`config.mk`:
```
export PLATFORM = sky130hd
export DESIGN_NAME = seq0110_stream_ctrl_flat
export DESIGN_NICKNAME = d
export VERILOG_FILES = /design/src/rtl/seq0110_pkg.sv /design/src/rtl/seq0110_stream_ctrl_if.sv /design/src/rtl/seq0110_core.sv /design/src/rtl/seq0110_stream_ctrl.sv /design/src/flat_wrapper.sv
export SDC_FILE = /design/constraint.sdc
export NUM_CORES = 1
export LEC_CHECK = 0
export CAP_MARGIN = 30
export CORE_MARGIN = 2
export CORE_UTILIZATION = 45
export DETAILED_ROUTE_END_ITERATION = 7
export PLACE_DENSITY = 0.75
export SLEW_MARGIN = 20
export SYNTH_ARGS = -nofsm -noshare
export SYNTH_HDL_FRONTEND = slang
export SYNTH_HIERARCHICAL = 1
export SYNTH_SLANG_ARGS = --single-unit
```
`constraint.sdc`:
```
create_clock -name clk -period 2.7 [get_ports clk]
set_clock_uncertainty 0.05 [all_clocks]
set_input_delay 0.54 -clock clk [delete_from_list [all_inputs] [get_ports clk]]
set_output_delay 0.54 -clock clk [all_outputs]
set_load 0.01 [all_outputs]
```
`src/rtl/seq0110_pkg.sv`:
```
// Shared types and helpers for the word-level 0110 sequence detector.
// The control FSM and the bit-serial core both import this package.
package seq0110_pkg;

  typedef enum logic [1:0] {
    IDLE   = 2'd0,
    SHIFT  = 2'd1,
    REPORT = 2'd2
  } ctrl_state_t;

  // Core states name the longest matched prefix of the pattern: none, 0, 01, 011.
  typedef enum logic [1:0] {
    S0 = 2'd0,
    S1 = 2'd1,
    S2 = 2'd2,
    S3 = 2'd3
  } core_state_t;

  localparam logic [3:0] PATTERN = 4'b0110;

  function automatic core_state_t core_next(input core_state_t s, input logic b);
    core_state_t n;
    n = S0;
    // A 0 always restarts as the leading 0 of a new candidate match.
    if (b == PATTERN[3]) begin
      n = S1;
    end else begin
      case (s)
        S1:      n = (b == PATTERN[2]) ? S2 : S0;
        S2:      n = (b == PATTERN[1]) ? S3 : S0;
        default: n = S0;
      endcase
    end
    return n;
  endfunction

  function automatic logic core_hit(input core_state_t s, input logic b);
    return (s == S3) && (b == PATTERN[0]);
  endfunction

endpackage

```
`src/rtl/seq0110_stream_ctrl_if.sv`:
```
// Word handshake bundle between a parallel producer/consumer and the controller.
// master = producer/consumer side, slave = the controller.
interface seq0110_stream_ctrl_if #(
  parameter int WIDTH = 8
);
  logic             in_valid;
  logic [WIDTH-1:0] in_data;
  logic             in_ready;
  logic             out_valid;
  logic             out_ready;
  logic [WIDTH-1:0] out_hits;

  modport master (
    output in_valid, in_data, out_ready,
    input  in_ready, out_valid, out_hits
  );

  modport slave (
    input  in_valid, in_data, out_ready,
    output in_ready, out_valid, out_hits
  );
endinterface

```
`src/rtl/seq0110_core.sv`:
```
// Bit-serial Mealy detector for overlapping 0110. Advances only when en is high;
// clr returns it to S0 on the next edge.
module seq0110_core
  import seq0110_pkg::*;
(
  input  logic clk,
  input  logic reset,
  input  logic en,
  input  logic clr,
  input  logic din,
  output logic hit
);

  core_state_t state_reg;

  always_ff @(posedge clk) begin
    if (reset || clr) begin
      state_reg <= S0;
    end else if (en) begin
      state_reg <= core_next(state_reg, din);
    end
  end

  // Mealy output: valid on the same edge that consumes din.
  assign hit = en & core_hit(state_reg, din);

endmodule

```
`src/rtl/seq0110_stream_ctrl.sv`:
```
// Word-level controller: accepts a word, shifts it MSB-first through the 0110
// core, reports a per-bit hit mask and keeps a saturating match count.
module seq0110_stream_ctrl
  import seq0110_pkg::*;
#(
  parameter int WIDTH = 8,
  parameter int CNT_W = 16
) (
  input  logic                 clk,
  input  logic                 reset,
  seq0110_stream_ctrl_if.slave bus,
  input  logic                 flush,
  input  logic                 count_clr,
  output logic [CNT_W-1:0]     match_count,
  output logic                 busy
);

  localparam int IDX_W = (WIDTH > 1) ? $clog2(WIDTH) : 1;
  localparam logic [IDX_W-1:0] IDX_LAST = IDX_W'(WIDTH - 1);
  localparam logic [CNT_W-1:0] CNT_MAX = {CNT_W{1'b1}};

  ctrl_state_t      state_reg;
  logic [WIDTH-1:0] data_reg;
  logic [WIDTH-1:0] hits_reg;
  logic [IDX_W-1:0] idx_reg;
  logic             out_valid_reg;
  logic             busy_reg;
  logic [CNT_W-1:0] count_reg;

  logic             accept;
  logic             shifting;
  logic             core_bit;
  logic             core_clr;
  logic             core_hit_w;
  logic [WIDTH-1:0] hit_wr_en;

  assign bus.in_ready  = (state_reg == IDLE) & ~reset;
  assign accept        = bus.in_valid & bus.in_ready;
  assign shifting      = (state_reg == SHIFT);
  assign core_bit      = data_reg[idx_reg];
  // Flush coinciding with accept still lands before the first bit is consumed.
  assign core_clr      = (state_reg == IDLE) & flush;

  seq0110_core u_core (
    .clk   (clk),
    .reset (reset),
    .en    (shifting),
    .clr   (core_clr),
    .din   (core_bit),
    .hit   (core_hit_w)
  );

  // One-hot write enable selecting the hit-mask bit for the bit being consumed.
  for (genvar gi = 0; gi < WIDTH; gi++) begin : g_hit_sel
    assign hit_wr_en[gi] = shifting && (idx_reg == IDX_W'(gi));
  end

  always_ff @(posedge clk) begin
    if (reset) begin
      state_reg     <= IDLE;
      data_reg      <= '0;
      hits_reg      <= '0;
      idx_reg       <= '0;
      out_valid_reg <= 1'b0;
      busy_reg      <= 1'b0;
    end else begin
      case (state_reg)
        IDLE: begin
          if (accept) begin
            data_reg  <= bus.in_data;
            idx_reg   <= IDX_LAST;
            hits_reg  <= '0;
            busy_reg  <= 1'b1;
            state_reg <= SHIFT;
          end
        end
        SHIFT: begin
          hits_reg <= hits_reg | (hit_wr_en & {WIDTH{core_hit_w}});
          if (idx_reg == '0) begin
            out_valid_reg <= 1'b1;
            state_reg     <= REPORT;
          end else begin
            idx_reg <= idx_reg - 1'b1;
          end
        end
        REPORT: begin
          if (bus.out_ready) begin
            out_valid_reg <= 1'b0;
            busy_reg      <= 1'b0;
            state_reg     <= IDLE;
          end
        end
        default: begin
          out_valid_reg <= 1'b0;
          busy_reg      <= 1'b0;
          state_reg     <= IDLE;
        end
      endcase
    end
  end

  always_ff @(posedge clk) begin
    if (reset || count_clr) begin
      count_reg <= '0;
    end else if (core_hit_w && (count_reg != CNT_MAX)) begin
      count_reg <= count_reg + 1'b1;
    end
  end

  assign bus.out_valid = out_valid_reg;
  assign bus.out_hits  = hits_reg;
  assign match_count   = count_reg;
  assign busy          = busy_reg;

endmodule
```
`src/flat_wrapper.sv`:
```
// flat-port wrapper written by rule: the top's interface ports become plain ports
module seq0110_stream_ctrl_flat import seq0110_pkg::*;
#(
  parameter int WIDTH = 8,
  parameter int CNT_W = 16
)
  (clk, reset, flush, count_clr, match_count, busy, bus_in_valid, bus_in_data, bus_out_ready, bus_in_ready, bus_out_valid, bus_out_hits);
  seq0110_stream_ctrl_if #(.WIDTH(WIDTH)) bus_i ();
  input  logic clk;
  input  logic reset;
  input  logic flush;
  input  logic count_clr;
  output logic [CNT_W-1:0] match_count;
  output logic busy;
  input wire logic [$bits(bus_i.in_valid)-1:0] bus_in_valid;
  input wire logic [$bits(bus_i.in_data)-1:0] bus_in_data;
  input wire logic [$bits(bus_i.out_ready)-1:0] bus_out_ready;
  output wire logic [$bits(bus_i.in_ready)-1:0] bus_in_ready;
  output wire logic [$bits(bus_i.out_valid)-1:0] bus_out_valid;
  output wire logic [$bits(bus_i.out_hits)-1:0] bus_out_hits;
  assign bus_i.in_valid = bus_in_valid;
  assign bus_i.in_data = bus_in_data;
  assign bus_i.out_ready = bus_out_ready;
  assign bus_in_ready = bus_i.in_ready;
  assign bus_out_valid = bus_i.out_valid;
  assign bus_out_hits = bus_i.out_hits;
  seq0110_stream_ctrl #(.WIDTH(WIDTH), .CNT_W(CNT_W)) u_core (.clk(clk), .reset(reset), .bus(bus_i), .flush(flush), .count_clr(count_clr), .match_count(match_count), .busy(busy));
endmodule
```
## Word-level counts from Yosys, hierarchy flattened

Cells that the tools add are included.

- Register bits after elaboration: 41
- Bits in latches: 0
- RAM bits: 0
- Memory bits (read-only): 0
- Input bits: 14
- Output and inout bits: 27
- Logic and storage cells: 77
- Memories kept: 0

- Add/subtract/negate cells: 2
- Multiply operators: 0
- Div/mod/pow operators: 0
- Order comparisons: 1
- Eq/ne operators: 17
- Shift operators: 0
- Multiplexer cells: 18
- Bitwise logic cells: 10
- Reductions and logical operators: 21

Operator list:

| kind | count |
|---|---|
| $add 16x1->16 const B | 1 |
| $ne 16x16->1 const B | 1 |
| $pmux 8 s2 | 1 |
| $eq 3x3->1 const B | 4 |
| $reduce_and 3->1 | 4 |
| $logic_and 1x1->1 | 10 |
| $and 8x8->8 | 1 |
| $mux 2 | 4 |
| $mux 8 | 1 |
| $or 8x8->8 | 1 |
| $eq 2x2->1 const B | 3 |
| $eq 3x2->1 const B | 2 |
| $mux 3 | 2 |
| $ne 2x2->1 const B | 3 |
| $pmux 1 s3 | 2 |
| $pmux 2 s3 | 1 |
| $pmux 3 s2 | 1 |
| $and 1x1->1 | 4 |
| $eq 2x1->1 const B | 2 |
| $lt 3x4->1 const B | 1 |
| $mux 1 | 4 |
| $not 1->1 | 4 |
| $pmux 2 s2 | 1 |
| $reduce_and 2->1 | 2 |
| 8 further kinds | 9 |

## Logic depth before layout (Yosys ltp)

Gate-level depths: netlist of run 1.

- Depth after elaboration: 8
- Mapped depth: 8
- Mapped depth without buffers: 7

## Modules after synthesis

The synthesis of run 1 kept the hierarchy.

Modules (own cells, without submodules):

| module | instances | cells an instance | area each (µm²) | seq. area each (µm²) |
|---|---|---|---|---|
| seq0110_stream_ctrl | 1 | 203 | 1769.2 | 780.7 |
| seq0110_core | 1 | 12 | 118.9 | 40.0 |

## Least setup slack after synthesis of run 1

No wires, ideal clock.

- Path type: flip-flop to flip-flop
- Start: register u_core.idx_reg[0]
- End: register u_core.count_reg[9] (netlist: u_core/match_count[9])
- Setup time: 0.071 ns
- Arrival time: 2.534 ns
- Required time: 2.579 ns
- Slack: 0.045 ns
- Cell stages (with the launch flop): 9
- Period minus slack after synthesis: 2.655 ns
- Cell sequence: dfxtp_1 > mux4_2 > mux2_2 > and3b_2 > buf_2 > and4_1 > nand3_2 > or4_1 > a21oi_1

- Longest elaborated chain between the ends: 6

Ends and longest elaborated chain:

| item | line | text |
|---|---|---|
| start, declared | seq0110_stream_ctrl.sv:25 | `logic [IDX_W-1:0] idx_reg;` |
| start signal, assigned | seq0110_stream_ctrl.sv:83 | `idx_reg <= idx_reg - 1'b1;` |
| $bmux 1 s3 | seq0110_stream_ctrl.sv:40 | `assign core_bit = data_reg[idx_reg];` |
| $mux 1 (implied by the code) | seq0110_stream_ctrl.sv:40 |  |
| net u_core.core_bit | seq0110_stream_ctrl.sv:32 | `logic core_bit;` |
| $not 1->1 | seq0110_pkg.sv:38 | `return (s == S3) && (b == PATTERN[0]);` |
| $logic_and 1x1->1 | seq0110_pkg.sv:38 |  |
| $and 1x1->1 | seq0110_core.sv:25 | `assign hit = en & core_hit(state_reg, din);` |
| net u_core.core_hit_w | seq0110_stream_ctrl.sv:34 | `logic core_hit_w;` |
| $logic_and 1x1->1 | seq0110_stream_ctrl.sv:105 | `end else if (core_hit_w && (count_reg != CNT_MAX)) begin` |
| end signal, assigned | seq0110_stream_ctrl.sv:106 | `count_reg <= count_reg + 1'b1;` |
| end, declared | seq0110_stream_ctrl.sv:28 | `logic [CNT_W-1:0] count_reg;` |

The timed path passes the listed nets, and every way through them passes these cells. The select of a mux whose other input is x is not followed.
A chain may end at the register's enable or synchronous reset.

## Final worst setup path of run 1

- Start: register u_core.idx_reg[1]
- End: register u_core.count_reg[11] (netlist: u_core/match_count[11])

Same word-level chain as after synthesis.

==> results of run 1 <==
## layout make-up
type,count,share of cell area [%]
Clock buffer,5,2.69
Clock inverter,3,2.55
Inverter,8,1.17
Sequential cell,41,32.2
Multi-Input combinational cell,161,40.2
Tap cell,50,2.45
Timing Repair Buffer,50,18.7
## worst paths after layout
check | end | slack (ns) | startpoint
worst max-delay path | u_core/match_count[11] | 0.11 | u_core/idx_reg[1]
worst min register to register | u_core/data_reg[3] | 0.40 | u_core/data_reg[3]
worst max register to register | u_core/match_count[11] | 0.11 | u_core/idx_reg[1]
worst min-delay path | u_core/data_reg[3] | 0.40 | u_core/data_reg[3]
## cell families (layout without fill, tap and decap cells)
logic type | Yosys count | in the layout | synth area share [%]
simple gates | 95 | 95 | 27.6
compound gates | 54 | 54 | 17.4
flops | 41 | 41 | 43.5
buf+inv | 13 | 66 | 2.72
fa+ha+maj | 8 | 8 | 5.30
mux | 3 | 3 | 2.98
xor+xnor | 1 | 1 | 0.464
## cells in the mapped netlist, types with 2 or more instances
cell type	number	area, um2
inv_1	7	26.3
nor3_1	9	45.0
a211oi_1	3	22.5
mux4_2	2	45.0
a21oi_1	21	105
dfxtp_1	41	821
nand2_1	25	93.8
and4_1	2	17.5
o21ai_0	13	65.1
nor3b_1	3	22.5
nand3_1	6	30.0
nand3b_1	2	15.0
ha_1	8	100
buf_2	2	10.0
clkbuf_1	3	11.3
and2_1	2	12.5
and3_1	4	25.0
nor2_1	18	67.6
o211ai_1	3	22.5
o31ai_1	5	37.5
or4_1	5	37.5
nor4_2	2	25.0
a31oi_1	3	18.8
nand2b_1	2	12.5
nand4_1	4	25.0
## critical path: cells and delay by family (launching register included)
kind	cells	cell delay, ns
simple gates	4	1.17
mux	2	0.78
flops	1	0.34
compound gates	1	0.16
## power groups by stage
stage | registers (mW) | clock network [mW] | logic (mW)
6_report | 0.652 | 0.580 | 0.169
3_5_place_dp | 0.664 | 0 | 0.167
2_1_floorplan | 0.666 | 0 | 0.0948
4_1_cts | 0.651 | 0.589 | 0.168
3_3_place_gp | 0.664 | 0 | 0.163
5_1_grt | 0.656 | 0.617 | 0.187
## timing repair
| item | 4_1_cts | 5_1_grt |
|---|---|---|
| endpoints found under the setup margin | 0 | 5 |
| resized for setup | 0 | 6 |
| buffers inserted | 0 | 2 |
## metal layers
layer	up-vias	wire [um]	global-route usage, %
met5	-	0	0
met4	0	60	7.60
met3	8	199	5.68
met2	46	2140	31.0
met1	809	1970	25.8
li1	894	-	-
==> qor.csv, run 1 <==
stage;metric;value;unit
power;Clk pwr share;41.4;%
critical_path;CP max stage delay;0.49;ns
timing;fin worst setup slack;0.112;ns
placed_design;Post-DP HPWL;3070;um
clock_network;hold_buf cts;0;
power;total power;1.40;mW
routing;DRC violations left;0;
layout;most common cell after layout, fill and taps aside;clkdlybuf4s50_1;
global_route;vias in the first global route;1536;
power;pwr/cell area;548;nW/um2
power;Pint;1.09;mW
layout;most frequent cells in the layout;clkdlybuf4s50_1, dfxtp_1, nand2_1, a21oi_1, nor2_1;
layout;area used by multi-input combinational logic;1030;um2
die;core box area;4030;um2
power;part of the power in registers;46.5;%
layout;Post-Layout Cell Count;318;
hold_path;Min-Delay Path Depth;2;
die;Die Ht;68.8;um
global_route;largest net degree at the start of global routing;15;
synthesis;Post-synth EDFFs;0;
synthesis;Primary FF master, synth;dfxtp_1;
clock_network;CTS tree;built;
timing;Hold Slack;0.405;ns
layout;post-layout util;63.4;%
global_route;initial antenna violation count;0;
layout;nets@finish;289;
timing;fmax;386;MHz
timing;Tcrit/Tclk final;95.9;%
synthesis;Yosys Warn Count;6;
placed_design;placed cell count;308;
placed_design;pre-CTS WS;0.118;ns
synthesis;Syn Std Cell Area;1890;um2
critical_path;Setup crit start kind;flip-flop;
outcome;status;complete, no violations;
timing;Setup TNS;0;ns
synthesis;Seq/Total Area, Yosys;43.5;%
power;combinational share of power;12.1;%
global_route;Total GRT Usage;19.8;%
die;Die W;68.8;um
layout;max reg flops;16;
routing;DRT iter0 DRCs;88;
hold_path;Hold WC Path Type;reg2reg;
clock_network;root buffer cell;clkbuf_8;
timing;fin crit period;2.59;ns
critical_path;CP Data Arrival Time;2.76;ns
synthesis;Post-synth ARST share;0;%
timing;final hold violations;0;
synthesis;Avg Cell Area, Syn;8.78;um2
power;Switching Fraction;22.4;%
placed_design;Placed Area;2390;um2
clock_network;Clock Path Buffers;2;
clock_network;H-tree lvl count;2;
die;die area;4730;um2
clock_network;Clock Latency Late Sink;0.29;ns
timing;setup violators final;0;
global_route;first-pass GRT wire length;6960;um
clock_network;clk slew on worst S/H paths;0.08;ns
placed_design;RePlAce Congestion;0.819;
power;Leak;0.916;nW
synthesis;synthesized instance count;215;
critical_path;Worst Setup End Kind;flip-flop;
routing;Routed Wire Length;4370;um
critical_path;CP Max Fanout;8;
clock_network;CTS Sinks;41;
layout;fill count;353;
layout;share of layout cells above drive strength 1;12.7;%
synthesis;library cells used by synthesis;45;
clock_network;Num CTS Buffers;5;
power;VDD IR-drop max;347;uV
timing;RSZ-0062 raised after global routing;true;
layout;ant diodes;0;
routing;vias per cell;5.53;
critical_path;CP max stage cell;mux4_2;
routing;DR pass1 iterations;4;
timing;Worst-Margin Slew;0.594;ns
timing;Slew Viols, Final;0;
routing;antenna viol nets, final;0;
timing;max_slew headroom;60.1;%
layout;final instance area;2560;um2
run;Max-Cap Viols;0;
critical_path;Critical Path RT;2.87;ns
global_route;total grt overflow;0;
die;row cnt;23;
layout;Area Overhead vs Synth;35.4;%
die;number of I/O pins;41;
routing;vias;1757;
layout;FF+latch area;823;um2
critical_path;Setup CP Type;reg2reg;
power;sw power;314;uW
critical_path;cell-by-cell trace of the critical path;mux4_2 -> mux2_4 -> and3b_2 -> and4_2 -> nand3_2 -> or4_1 -> a21oi_1;
routing;Routed WL per cell;13.7;um
critical_path;R2R depth;7;
synthesis;number of synthesized register bits;41;
synthesis;Synthesized Nets;237;
placed_design;Port Buf Inserts;40;
die;Initial Util;46.9;%
No activity file was read; power rests on OpenSTA's default activity.
==> run 2, diff against run 1 <==
--- a/config.mk
+++ b/config.mk
@@ -8,6 +8,7 @@
 export CAP_MARGIN = 30
 export CORE_MARGIN = 2
 export CORE_UTILIZATION = 45
+export CTS_CLUSTER_SIZE = 10
 export DETAILED_ROUTE_END_ITERATION = 7
 export PLACE_DENSITY = 0.75
 export SLEW_MARGIN = 20
==> results of run 2 <==
Same layout as run 1: the final DEF is identical, and so are final timing and power.
==> run 3, diff against run 2 <==
--- a/config.mk
+++ b/config.mk
@@ -11,7 +11,6 @@
 export CTS_CLUSTER_SIZE = 10
 export DETAILED_ROUTE_END_ITERATION = 7
 export PLACE_DENSITY = 0.75
-export SLEW_MARGIN = 20
 export SYNTH_ARGS = -nofsm -noshare
 export SYNTH_HDL_FRONTEND = slang
 export SYNTH_HIERARCHICAL = 1
==> results of run 3 <==
Same layout as run 1: the final DEF is identical, and so are final timing and power.
